[config.mk]
export PLATFORM = sky130hd
export DESIGN_NAME = mux4to1_scan
export DESIGN_NICKNAME = d
export VERILOG_FILES = /design/src/rtl/mux4to1_scan_pkg.sv /design/src/rtl/mux4to1_scan_dwell.sv /design/src/rtl/mux4to1_scan.sv
export SDC_FILE = /design/constraint.sdc
export NUM_CORES = 1
export LEC_CHECK = 0
export ABC_AREA = 1
export BUFFER_PORTS_ARGS = -buffer_cell sky130_fd_sc_hd__buf_2
export CAP_MARGIN = 20
export CORE_ASPECT_RATIO = 1.2
export CORE_MARGIN = 4
export CORE_UTILIZATION = 43
export CTS_BUF_LIST = sky130_fd_sc_hd__clkbuf_4 sky130_fd_sc_hd__clkbuf_8 sky130_fd_sc_hd__clkbuf_16
export DETAILED_ROUTE_END_ITERATION = 6
export PLACE_DENSITY_LB_ADDON = 0.15
export RECOVER_POWER = 25
export SLEW_MARGIN = 20
export SYNTH_ARGS = -nofsm -noshare
export SYNTH_HDL_FRONTEND = slang
export SYNTH_SLANG_ARGS = --single-unit
[constraint.sdc]
create_clock -name clk -period 2 [get_ports clk]
set_clock_uncertainty 0.05 [all_clocks]
set_input_delay 0.6 -clock clk [delete_from_list [all_inputs] [get_ports clk]]
set_output_delay 0.6 -clock clk [all_outputs]
set_load 0.02 [all_outputs]
[src/rtl/mux4to1_scan_pkg.sv]
// mux4to1_scan_pkg
//   Shared types and constants for the 4:1 mux scan controller.
//   - state_e : scan FSM states (2-bit encoding)
//   - N_CH    : number of mux channels scanned
//   - SEL_W   : width of the channel select
package mux4to1_scan_pkg;

  localparam int N_CH  = 4;
  localparam int SEL_W = 2;

  typedef enum logic [1:0] {
    IDLE   = 2'd0,
    SETTLE = 2'd1,
    SAMPLE = 2'd2,
    DONE   = 2'd3
  } state_e;

endpackage

[src/rtl/mux4to1_scan_dwell.sv]
// mux4to1_scan_dwell
//   Settle timer for one channel of the scan. Counts up while enabled and
//   flags the last settle cycle.
//   Ports:
//     clk      rising-edge clock
//     rst      synchronous active-high reset
//     clr      force the count back to zero on the next edge
//     en       advance the count by one
//     expired  count has reached DWELL-1 (last settle cycle)
module mux4to1_scan_dwell #(
  parameter int DWELL = 4,
  parameter int CNT_W = 8
) (
  input  logic clk,
  input  logic rst,
  input  logic clr,
  input  logic en,
  output logic expired
);

  // Reject out-of-range configurations at elaboration time.
  if (DWELL < 1 || DWELL > 255) begin : g_bad_dwell
    $error("mux4to1_scan_dwell: DWELL must be in 1..255");
  end
  if ((DWELL - 1) >= (2 ** CNT_W)) begin : g_bad_cnt_w
    $error("mux4to1_scan_dwell: CNT_W too narrow for DWELL");
  end

  localparam logic [CNT_W-1:0] LAST = CNT_W'(DWELL - 1);

  logic [CNT_W-1:0] cnt_q;

  always_ff @(posedge clk) begin
    if (rst || clr) begin
      cnt_q <= '0;
    end else if (en) begin
      cnt_q <= cnt_q + 1'b1;
    end
  end

  assign expired = (cnt_q == LAST);

endmodule

[src/rtl/mux4to1_scan.sv]
// mux4to1_scan
//   Scan controller for the 4:1 mux family. Steps sel through channels 0..3,
//   lets each channel settle for DWELL cycles, samples mux_out for one cycle,
//   then publishes the 4-bit snapshot on result with a one-cycle done pulse.
//   Ports:
//     clk      rising-edge clock
//     rst      synchronous active-high reset (overrides everything)
//     start    begin a scan (only honoured in IDLE)
//     stop     abort to IDLE from any state, no done pulse
//     cont     1 = rescan after DONE, 0 = return to IDLE (sampled in DONE)
//     mux_out  output of the downstream mux
//     sel      channel select driven to the mux
//     result   snapshot; result[i] = mux_out seen while sel == i
//     busy     high whenever the FSM is not in IDLE
//     done     one-cycle pulse when result has been refreshed
module mux4to1_scan
  import mux4to1_scan_pkg::*;
#(
  parameter int DWELL = 4,
  parameter int CNT_W = 8
) (
  input  logic             clk,
  input  logic             rst,
  input  logic             start,
  input  logic             stop,
  input  logic             cont,
  input  logic             mux_out,
  output logic [SEL_W-1:0] sel,
  output logic [N_CH-1:0]  result,
  output logic             busy,
  output logic             done
);

  localparam logic [SEL_W-1:0] LAST_CH = SEL_W'(N_CH - 1);

  state_e            state_q;
  logic [SEL_W-1:0]  sel_q;
  logic [N_CH-2:0]   shadow_q;   // samples of channels 0..N_CH-2
  logic [N_CH-1:0]   result_q;
  logic              busy_q;
  logic              done_q;

  logic dwell_clr;
  logic dwell_en;
  logic dwell_expired;

  // The counter only runs inside SETTLE; it is zeroed on the expiry edge and
  // everywhere else, so every entry into SETTLE starts from zero.
  assign dwell_en  = (state_q == SETTLE);
  assign dwell_clr = stop || (state_q != SETTLE) || dwell_expired;

  mux4to1_scan_dwell #(
    .DWELL (DWELL),
    .CNT_W (CNT_W)
  ) u_dwell (
    .clk     (clk),
    .rst     (rst),
    .clr     (dwell_clr),
    .en      (dwell_en),
    .expired (dwell_expired)
  );

  always_ff @(posedge clk) begin
    if (rst) begin
      state_q  <= IDLE;
      sel_q    <= '0;
      shadow_q <= '0;
      result_q <= '0;
      busy_q   <= 1'b0;
      done_q   <= 1'b0;
    end else if (stop) begin
      // Abort: partial samples are dropped, the last good result survives.
      state_q  <= IDLE;
      sel_q    <= '0;
      shadow_q <= '0;
      busy_q   <= 1'b0;
      done_q   <= 1'b0;
    end else begin
      done_q <= 1'b0;
      case (state_q)
        IDLE: begin
          sel_q <= '0;
          if (start) begin
            state_q <= SETTLE;
            busy_q  <= 1'b1;
          end
        end
        SETTLE: begin
          if (dwell_expired) begin
            state_q <= SAMPLE;
          end
        end
        SAMPLE: begin
          if (sel_q != LAST_CH) begin
            shadow_q[sel_q] <= mux_out;
            sel_q           <= sel_q + 1'b1;
            state_q         <= SETTLE;
          end else begin
            // Last channel goes straight into result alongside the shadow.
            result_q <= {mux_out, shadow_q};
            state_q  <= DONE;
            done_q   <= 1'b1;
          end
        end
        DONE: begin
          sel_q <= '0;
          if (cont) begin
            state_q <= SETTLE;
          end else begin
            state_q <= IDLE;
            busy_q  <= 1'b0;
          end
        end
        default: begin
          state_q <= IDLE;
          sel_q   <= '0;
          busy_q  <= 1'b0;
        end
      endcase
    end
  end

  assign sel    = sel_q;
  assign result = result_q;
  assign busy   = busy_q;
  assign done   = done_q;

endmodule

==> flow_summary.toml, run 1 <==
[critical_path]
path_delay_family = "flip-flops"
critical_path.cell_chain = "inv_1 > ha_1 > nand2_1 > nor2_2 > nand3_1 > o21ai_0 > a21oi_1"
critPathSlowestCell = "dfxtp_1"
cpPeakStageDelay_ps = 360
critPathLaunchType = "flop"
worst_r2r_path_depth = 7
r2r_end = "u_dwell.cnt_q[7]"
path_class = "flop to flop"
worstPathRequired_ps = 2140
r2r-start = "state_q[1]"
setup.worst_path.end_class = "flop"
regToRegSetupSlack_ps = 430
arrival_ps = 1720
worst-path-buf-inv = 1
critPathMaxFanout = 6

[logic_synthesis]
netlist_area_mm2 = 0.00101
seq_area_frac_synth_pct = 41.7
yosys_register_bits = 21
synth_cells = 137
yosys_warnings = 0
syn_nets = 153
syn_area_per_cell_um2 = 7.36
synth_cell_types = 15

[layout]
seqCellArea_um2 = 420
nets = 172
multi_input_area_um2 = 532
syn_to_final_growth_pct = 13.6
drive_above_1_share_pct = 12.3
stdcell_area_mm2 = 0.00115
diodes = 0
fillers = 218

[clock_tree]
clk_path_buf_depth = 2
cts_hold_buf = 0
clkTransAtPathRegs_ps = 110
clock_sinks = 21
root_buffer = "clkbuf_4"
post-cts-setup-buffers = 0
cts_buffers = 3
cts_tree = "done"
cts_resized = 0
h-tree-depth = 1
clk_latency_ps = 300

[route]
via_count = 893
route.detailed.drc = 0
vias_per_cell = 4.83
antenna_left = 0
wl_per_cell_um = 9.92
first_iter_violations = 14
wirelength_um = 1840
firstDrtPassIters = 5

[floorplanning]
ios = 14
rows = 18
die_width_um = 52.2
fp.dieH_um = 61.1
start_util_pct = 47.1
core_mm2 = 0.00214
fp.dieArea_mm2 = 0.00319

[sta]
setup_viol = 0
finalHoldViolations = 0
setup_tns_ps = 0
relSlewSlack_pct = 74.6
worstMarginPinSlew_ps = 380
final_max_slew_viol_count = 0
fin_crit_ps = 1570
fmax_ghz = 0.637
fin_crit_sh_pct = 78.6
rsz0062_at_grt = "no"

[placed_design]
gp_congestion = 0.854
dpl.hpwl_um = 1440
placed_area_mm2 = 0.00112
io_buffers = 13

[grt]
grt_pass1_wl_um = 3220
antenna_found_initial = 0
track_usage_pct = 13.6
grt_overflow_total = 0
grt_max_degree = 12
grt_pass1_vias = 814

[power]
p_leak_nw = 0.447
ir_worst_vdd_mv = 0.348
p_per_area_mw_per_mm2 = 616
totalPowerFinal_uw = 707

[run_status]
status = "finished clean"

[flow_run]
maxCapViolCount = 0

[min_path]
min_from = "shadow_q[1]"
min_path_cells = 2
hp-class = "flop to flop"
worstHoldEndpoint = "shadow_q[1]"
-- worst max path at each step --
stage	startpoint	endpoint	slack, ps	cells after the start
2_1_floorplan	state_q[1]	u_dwell.cnt_q[7]	610	7
3_3_place_gp	rst	u_dwell.cnt_q[2]	470	4
3_5_place_dp	state_q[1]	u_dwell.cnt_q[7]	440	7
4_1_cts	sel[1]	sel[1]	400	1
5_1_grt	state_q[1]	u_dwell.cnt_q[7]	230	8
6_report	state_q[1]	u_dwell.cnt_q[7]	430	7
-- layout make-up --
| cell class | count | area share (%) |
|---|---|---|
| clock buffers | 4 | 2.62 |
| multi-input cells | 101 | 46.4 |
| repair buffers | 14 | 6.11 |
| inverters | 15 | 4.91 |
| well taps | 30 | 3.28 |
| flip-flops and latches | 21 | 36.7 |
-- state kept, by name, indices dropped and copies added, names as in the netlist --
register / count
busy: 1
done: 1
result: 4
sel: 2
shadow_q: 3
state_q: 2
u_dwell.cnt_q: 8
-- per-stage QoR --
| stage | setup WS (ps) | hold slack (ps) | util (%) | instances |
|---|---|---|---|---|
| global placement | 465 | 391 | 52.3 | 181 |
| floorplan | 611 | 368 | - | 137 |
| finish | 429 | 415 | 53.6 | 185 |
| detailed placement | 444 | 394 | 52.3 | 181 |
| global route | 228 | 431 | 53.6 | 185 |
| CTS | 401 | 416 | 53.7 | 185 |
-- cell usage in the layout, fill, tap and decap left out, drive strengths merged, types with 5 or more instances in the layout --
cell / n
dfxtp: 21
clkbuf: 6
ha: 10
inv: 15
nand3: 5
nor2: 18
nand2: 39
o21ai: 6
a21oi: 15
buf: 12
-- cells by family (layout without fill, tap and decap cells) --
| group | Yosys count | in the layout | synth area share [%] |
|---|---|---|---|
| flip-flops | 21 | 21 | 41.7 |
| AND/OR/NAND/NOR | 66 | 66 | 26.8 |
| multiplexers | 1 | 1 | 0.993 |
| adder cells (fa/ha/maj) | 10 | 10 | 12.4 |
| AO/OA/AOI/OAI | 24 | 24 | 12.5 |
| buffers and inverters | 15 | 33 | 5.58 |
-- synth_stat cells, drive strengths merged --
| cell | n | area (um2) |
|---|---|---|
| nand3 | 5 | 25.0 |
| nand4 | 1 | 6.26 |
| inv | 15 | 56.3 |
| nand3b | 1 | 7.51 |
| mux2i | 1 | 10.0 |
| nor3 | 2 | 10.0 |
| a21oi | 15 | 75.1 |
| dfxtp | 21 | 420 |
| nand2 | 39 | 146 |
| a31oi | 1 | 6.26 |
| o21ai | 6 | 30.0 |
| a211oi | 2 | 15.0 |
| ha | 10 | 125 |
| nor2 | 18 | 75.1 |
-- tightest hold or removal path, cell delays in order (launching register included) --
cell	delay, ps
dfxtp_1	310
inv_1	60
a21oi_1	60
-- power breakdown --
part / switching [mW] / internal [mW]
Sequential: 0.00410 / 0.423
Combinational: 0.0392 / 0.0228
Clock: 0.126 / 0.0914
Total: 0.169 / 0.537
-- metal layers --
metal  part of all wire, %  global-route usage (%)  routed length (um)  vias up
li1                      -                       -                   -      476
met2                    47                    22.6                 854       15
met1                    46                    16.2                 849      397
met4                   2.8                    8.76                  52        0
met5                     0                       0                   0        -
met3                   4.3                    2.18                  79        5
(Power assumes the default switching activity.)
==> run 2, diff against run 1 <==
clock period = 1.51 ns   (was 2 ns; I/O delays follow)
==> flow_summary.toml, run 2 (synthesis gave the netlist of run 1 again) <==
[sta]
fmax_ghz = 0.708
fin_crit_sh_pct = 93.5
relSlewSlack_pct = 82.5
whs_ps = 321
setup_ws_ps = 98.5
final_max_slew_viol_count = 0
worstMarginPinSlew_ps = 261
fin_crit_ps = 1410
setup_viol = 0
setup_tns_ps = 0
finalHoldViolations = 0

[grt]
grt_overflow_total = 0
track_usage_pct = 14.0
grt_max_degree = 13
antenna_found_initial = 0
grt_pass1_wl_um = 3420
grt_pass1_vias = 834

[layout]
diodes = 0
layout_commonest_cell = "nand2_1"
top_register = "u_dwell.cnt_q"
drive_above_1_share_pct = 19.3
largest_register_ffs = 8
layout_common_cells = "nand2_1 (39), dfxtp_1 (19), a21oi_1 (15), inv_1 (14), nor2_1 (13)"
nets = 178
syn_to_final_growth_pct = 21.0

[route]
via_count = 897
antenna_left = 0
wirelength_um = 1910
first_iter_violations = 13
firstDrtPassIters = 4
wl_per_cell_um = 10.0
route.detailed.drc = 0
vias_per_cell = 4.70

[critical_path]
critPathLaunchType = "flop"
path_delay_family = "flip-flops"
critPathMaxFanout = 5
cpPeakStageDelay_ps = 420
worstPathRequired_ps = 1010
critical_path.cell_chain = "buf_2"
worst-path-buf-inv = 1
arrival_ps = 910
setup.worst_path.end_class = "output port"
regToRegSetupSlack_ps = 120
critPathSlowestCell = "dfxtp_1"
path_class = "flop to output port"

[placed_design]
dpl.hpwl_um = 1450
io_buffers = 13
dp_worst_setup_slack_ps = 0.773
gp_congestion = 0.826

[power]
p_leak_nw = 0.474
p_per_area_mw_per_mm2 = 764
ir_worst_vdd_mv = 0.522
switchingPower_uw = 234
pwr-share-seq_pct = 61.0
p_clk_share_pct = 28.9
combPwrFrac_pct = 10.1
sw_frac_of_total_pct = 25.1
p_int_uw = 698

[flow_run]
maxCapViolCount = 0

[clock_tree]
post-cts-setup-buffers = 0
clk_latency_ps = 300
cts_buffers = 3
clock_sinks = 21
cts_tree = "done"
clk_path_buf_depth = 2
clkTransAtPathRegs_ps = 120
h-tree-depth = 1
root_buffer = "clkbuf_4"

[floorplanning]
core_mm2 = 0.00214
ios = 14
fp.dieH_um = 61.1
die_width_um = 52.2
fp.dieArea_mm2 = 0.00319
start_util_pct = 47.1
rows = 18

[min_path]
hp-class = "primary input to flop"

[run_status]
status = "finished clean"
[run 2: changes by cell type in the layout (fill, tap and decap cells not counted), moves of 2 or more]
cell     delta
buf_4       +5
dfxtp_1     -2
dfxtp_2     +2
nor2_1      -2
nor2_4      +2
[run 2: final timing paths]
| path | from | endpoint | cells after the start |
|---|---|---|---|
| max | sel[1] | sel[1] | 1 |
| min reg2reg | u_dwell.cnt_q[0] | u_dwell.cnt_q[0] | 1 |
| max reg2reg | state_q[0] | shadow_q[0] | 7 |
| min | rst | result[0] | 2 |
[run 2: power groups by stage]
stage	Clock [mW]	Sequential, mW	Combinational, mW
floorplan	0	0.579	0.0538
global placement	0	0.578	0.0900
detailed placement	0	0.578	0.0899
CTS	0.285	0.566	0.0914
global route	0.302	0.570	0.108
finish	0.270	0.568	0.0943
[run 2: per-layer routing]
metal  track usage (%)  share of wire, %  vias up
li1                  -                 -      487
met1              18.3                48      392
met2              22.6                46       14
met3              2.18               4.0        4
met4              6.57               1.6        0
met5                 0                 0        -
[run 2: area by class of cell]
cell class / count / area [um2]
clock buffer: 3 / 22.5
clock inverter: 1 / 5.00
fill: 201 / 920
inverter: 15 / 56.3
multi-input combinational: 101 / 564
sequential: 21 / 423
tap: 30 / 37.5
timing repair buffer: 20 / 111
[run 2: timing repair]
action,CTS,global route
endpoints found under the setup margin,1,10
hold buffers,0,0
cloned,0,0
gates resized for setup,2,9
pin swaps,0,0
[run 2: stage by stage]
step	power (mW)	area (um2)	util (%)	std cells
floorplan	0.633	1010	-	137
global placement	0.668	1160	54.4	187
detailed placement	0.668	1160	54.4	187
CTS	0.942	1190	55.8	191
global route	0.980	1220	57.0	191
finish	0.932	1220	57.0	191
